`config.mk`:
```
export PLATFORM = sky130hd
export DESIGN_NAME = clk_gate_seq_ctrl
export DESIGN_NICKNAME = d
export VERILOG_FILES = /design/src/rtl/clk_gate_seq_ctrl.sv
export SDC_FILE = /design/constraint.sdc
export NUM_CORES = 1
export LEC_CHECK = 0
export CAP_MARGIN = 5
export CELL_PAD_IN_SITES_DETAIL_PLACEMENT = 2
export CELL_PAD_IN_SITES_GLOBAL_PLACEMENT = 2
export CORE_AREA = 8 8 252 254
export CTS_CLUSTER_SIZE = 10
export DETAILED_ROUTE_END_ITERATION = 10
export DIE_AREA = 0 0 260 262
export GPL_ROUTABILITY_DRIVEN = 1
export PLACE_DENSITY_LB_ADDON = 0.1
export REMOVE_ABC_BUFFERS = 1
export SLEW_MARGIN = 20
export SYNTH_ARGS = -nofsm -noshare
export SYNTH_HDL_FRONTEND = slang
export SYNTH_SLANG_ARGS = --single-unit
```
`constraint.sdc`:
```
create_clock -name sys_clk -period 3 [get_ports sys_clk]
set_clock_uncertainty 0.2 [all_clocks]
set_input_delay 0.6 -clock sys_clk [delete_from_list [all_inputs] [get_ports sys_clk]]
set_output_delay 0.6 -clock sys_clk [all_outputs]
set_load 0.02 [all_outputs]
```
`src/rtl/clk_gate_seq_ctrl.sv`:
```
// rtl/clk_gate_seq_ctrl.sv - per-channel clock-gate sequencer with idle-qualified drain and settle-on-wake
// Each channel runs ON -> DRAIN -> OFF -> WAKE independently; gate enables are registered from next-state.
module clk_gate_seq_ctrl #(
  parameter int NUM_CH    = 17,
  parameter int IDLE_HOLD = 4,
  parameter int WAKE_CYC  = 2,
  parameter int DRAIN_TO  = 255,
  parameter int CNT_W     = 8
) (
  input  logic              sys_clk,
  input  logic              sys_rst,
  input  logic [NUM_CH-1:0] sw_clk_en,
  input  logic [NUM_CH-1:0] wake_req,
  input  logic [NUM_CH-1:0] periph_idle,
  input  logic [NUM_CH-1:0] to_clr,
  output logic [31:0]       clk_gating_cfg,
  output logic [NUM_CH-1:0] clk_on_status,
  output logic [NUM_CH-1:0] to_flag,
  output logic              to_irq
);

  typedef enum logic [1:0] {
    ST_ON    = 2'd0,
    ST_DRAIN = 2'd1,
    ST_OFF   = 2'd2,
    ST_WAKE  = 2'd3
  } state_t;

  localparam logic [CNT_W-1:0] L_HOLD_LAST  = CNT_W'(IDLE_HOLD - 1);
  localparam logic [CNT_W-1:0] L_DRAIN_LAST = CNT_W'(DRAIN_TO - 1);
  localparam logic [CNT_W-1:0] L_WAKE_LAST  = CNT_W'(WAKE_CYC - 1);

  state_t             r_state [NUM_CH];
  logic [CNT_W-1:0]   r_cnt   [NUM_CH];
  logic [CNT_W-1:0]   r_hold  [NUM_CH];
  logic [NUM_CH-1:0]  r_cfg;
  logic [NUM_CH-1:0]  r_status;
  logic [NUM_CH-1:0]  r_to;

  state_t             w_nxt      [NUM_CH];
  logic [CNT_W-1:0]   w_cnt_nxt  [NUM_CH];
  logic [CNT_W-1:0]   w_hold_nxt [NUM_CH];
  logic [NUM_CH-1:0]  w_to_set;
  logic [NUM_CH-1:0]  w_want;
  logic [31:0]        w_cfg32;

  assign w_want = sw_clk_en | wake_req;

  always_comb begin
    w_to_set = '0;
    for (int i = 0; i < NUM_CH; i++) begin
      w_nxt[i]      = r_state[i];
      w_cnt_nxt[i]  = r_cnt[i];
      w_hold_nxt[i] = r_hold[i];
      case (r_state[i])
        ST_ON: begin
          if (!w_want[i]) begin
            w_nxt[i]      = ST_DRAIN;
            w_cnt_nxt[i]  = '0;
            w_hold_nxt[i] = '0;
          end
        end
        ST_DRAIN: begin
          // Abort beats gating beats timeout; the idle run restarts but the timeout does not.
          if (w_want[i]) begin
            w_nxt[i] = ST_ON;
          end else if (periph_idle[i] && (r_hold[i] == L_HOLD_LAST)) begin
            w_nxt[i] = ST_OFF;
          end else if (r_cnt[i] == L_DRAIN_LAST) begin
            w_nxt[i]    = ST_ON;
            w_to_set[i] = 1'b1;
          end else begin
            w_cnt_nxt[i]  = r_cnt[i] + 1'b1;
            w_hold_nxt[i] = periph_idle[i] ? r_hold[i] + 1'b1 : '0;
          end
        end
        ST_OFF: begin
          if (w_want[i]) begin
            w_nxt[i]     = ST_WAKE;
            w_cnt_nxt[i] = '0;
          end
        end
        ST_WAKE: begin
          if (r_cnt[i] == L_WAKE_LAST) begin
            w_nxt[i] = ST_ON;
          end else begin
            w_cnt_nxt[i] = r_cnt[i] + 1'b1;
          end
        end
        default: w_nxt[i] = ST_ON;
      endcase
    end
  end

  always_ff @(posedge sys_clk) begin
    if (sys_rst) begin
      for (int i = 0; i < NUM_CH; i++) begin
        r_state[i] <= ST_ON;
        r_cnt[i]   <= '0;
        r_hold[i]  <= '0;
      end
      r_cfg    <= '1;
      r_status <= '1;
      r_to     <= '0;
    end else begin
      for (int i = 0; i < NUM_CH; i++) begin
        r_state[i]  <= w_nxt[i];
        r_cnt[i]    <= w_cnt_nxt[i];
        r_hold[i]   <= w_hold_nxt[i];
        r_cfg[i]    <= (w_nxt[i] != ST_OFF);
        r_status[i] <= (w_nxt[i] == ST_ON) || (w_nxt[i] == ST_DRAIN);
      end
      // A timeout landing on the same edge as a clear keeps the flag set.
      r_to <= (r_to & ~to_clr) | w_to_set;
    end
  end

  always_comb begin
    w_cfg32             = '0;
    w_cfg32[NUM_CH-1:0] = r_cfg;
  end

  assign clk_gating_cfg = w_cfg32;
  assign clk_on_status  = r_status;
  assign to_flag        = r_to;
  assign to_irq         = |r_to;

endmodule

```
==> out/summary.txt <==
outcome: completed
PwrDens: 508 nW/um2
Leak: 0.00750 uW
antenna violations before repair: 2
unrepaired setup endpoints after global routing: true
global route overflow: 0
Post-synth EDFFs: 0
Final Slew Violations: 0
Mapped Area: 17,700 um2
crit start category: flip-flop
nets: 2,391
number of clock sinks: 357
min cycle time layout: 2970 ps
synth unique cells: 80
initial drt markers: 407
WHS Endpoint: r_hold[0][41]
Hold Vio Cnt, Final: 0
overall routing resource usage: 15.0%
share of flip-flops with an asynchronous set or reset: 0%
DR vias: 15,700
I/O pins: 137
CP Class: flip-flop to output pin
critical path data arrival time: 2170 ps
FF-to-FF End: r_cnt[0][31]
dpl hpwl: 38,100 um
syn avg cell area: 8.53 um2
Yosys reg bits: 357
dpl cell area: 20,100 um2
actual slew at the worst max-slew pin: 751 ps
cell area after layout: 21,600 um2
fin util: 36.3%
clock tree buffer depth: 3
Filler cells: 6,693
Die Y: 262 um
hold path depth: 2
PnR worst setup slack: 33.8 ps
die width: 260 um
part of the cycle the worst path needs: 98.9%
reg2reg start: r_cnt[0][24]
R2R Setup Slk: 450 ps
cts hold-fix bufs: 0
first-pass GRT wire length: 86,000 um
routed length per instance: 16.9 um
HP Start: r_hold[0][41]
Starting Density: 29.7%
largest net degree at the start of global routing: 73
CP Capture Type: output pin
Yosys warning count: 0
vias in the first global route: 17,100
Critical Path RT: 2200 ps
CP Max Fanout: 2
worst skew pair latency: 570 ps
drc violations: 0
worst slack, placed: 117 ps
R2R depth: 7
Peak VDD IR: 0.437 mV
cell count after synthesis: 2,077
antenna-violating nets left: 0
CTS tree: yes
relative slew slack: 49.7%
max_cap viols: 0
most frequent cells in the layout: 356 x dfxtp_1, 262 x nor2_1, 134 x nand2_1, 133 x a21oi_1, 119 x clkdlybuf4s50_1
CTS root buf: clkbuf_16
H-tree Lvls: 2
clk slew on worst S/H paths: 50 ps
Layout area overhead: 22.2%
drt via density: 5.12
Worst Hold Class: flip-flop to flip-flop
Port Buffers: 121
Core Area: 59,600 um2
Die Area: 68,100 um2
fmax: 337 MHz
Final Setup Violations: 0
GP Congestion: 0.758
Primary FF master, synth: dfxtp_1
most common cell after layout, fill and taps aside: dfxtp_1
total CTS buffers: 47
row cnt: 90
Seq/Total Area, Yosys: 40.4%
WL final: 51,800 um
drt first pass iters: 4
layout cells sized above 1: 9.19%
## critical path, stage by stage, from the launching register on
cell     delay, ps
dfxtp_2        330
nor4_2         260
buf_4          170
nand4_1        120
buf_6          160
or4_4          410
buf_6          150
## repair_timing
action,in CTS,in global routing
pin swaps,1,0
gates resized for setup,11,0
endpoints found under the setup margin,1,1
setup buffers,1,0
## layer usage
| layer | routed length (um) | global-route usage, % | share of wire, % |
|---|---|---|---|
| met3 | 1950 | 3.06 | 3.8 |
| met4 | 1100 | 4.13 | 2.1 |
| met2 | 25000 | 26.4 | 48 |
| met1 | 23800 | 18.4 | 46 |
| met5 | 0 | 0 | 0 |
## how the worst max path moves through the flow
| stage | end | from |
|---|---|---|
| floorplan | r_cnt[0][1] | r_cnt[0][0] |
| global placement | to_irq | to_flag[10] |
| detailed placement | r_cnt[0][57] | wake_req[7] |
| CTS | to_irq | to_flag[16] |
| global route | to_irq | to_flag[16] |
| finish | to_irq | to_flag[16] |
## report_power, final
part | switching (uW) | internal, uW | total (uW)
Sequential | 60.5 | 4780 | 4840
Clock | 2120 | 3450 | 5570
Combinational | 344 | 237 | 581
## logic make-up after synthesis
logic type      count (synthesis)  share of synthesized area (%)
buf+inv                       146                           3.61
other cells                     1                         0.0212
simple gates                  993                           30.7
fa+ha+maj                      68                           4.80
flops                         357                           40.4
compound gates                342                           12.0
mux                             7                          0.396
xor+xnor                      163                           8.06
## through the flow
stage	hold WS, ps	power, uW	setup TNS, ps	std cells
floorplan	234	5210	0	2023
global placement	257	5520	0	2985
detailed placement	272	5540	0	2985
CTS	278	11300	-64.3	3066
global route	301	11500	-81.0	3066
finish	277	11000	0	3068
## synthesized netlist by cell type (all sizes together), types with 11 or more instances
master,count,area (um2)
dfxtp,357,7150
nor2,263,990
nand2,138,528
a21oi,133,666
nand3,102,510
o21ai,100,538
xor2,86,753
nand4,80,500
inv,78,293
xnor2,77,674
nor3,75,390
ha,68,851
nor4,51,442
or3,51,324
and3,44,275
buf,37,229
and4,32,285
clkbuf,31,118
nand2b,26,163
nor2b,19,119
a21o,16,120
a31oi,15,93.8
or4,15,116
nor3b,14,105
nor4b,14,148
or2,14,90.1
and2,13,81.3
nand4b,13,114
nand3b,12,90.1
a311oi,11,96.3
o21bai,11,82.6
## area by class of cell
cell class / count / area [um2] / area share (%)
Multi-Input combinational cell: 1588 / 9990 / 46.2
Clock inverter: 7 / 60.1 / 0.277
Antenna cell: 2 / 5.00 / 0.0231
Timing Repair Buffer: 181 / 1680 / 7.76
Sequential cell: 357 / 7150 / 33.0
Clock buffer: 73 / 1490 / 6.87
Inverter: 78 / 293 / 1.35
Tap cell: 782 / 978 / 4.52
## sequential cells by signal (all words and copies together) (netlist names)
| register | flops |
|---|---|
| to_flag | 17 |
| r_cfg | 17 |
| r_state | 34 |
| r_hold | 136 |
| clk_on_status | 17 |
| r_cnt | 136 |
Power figures use the tool's default switching activity.
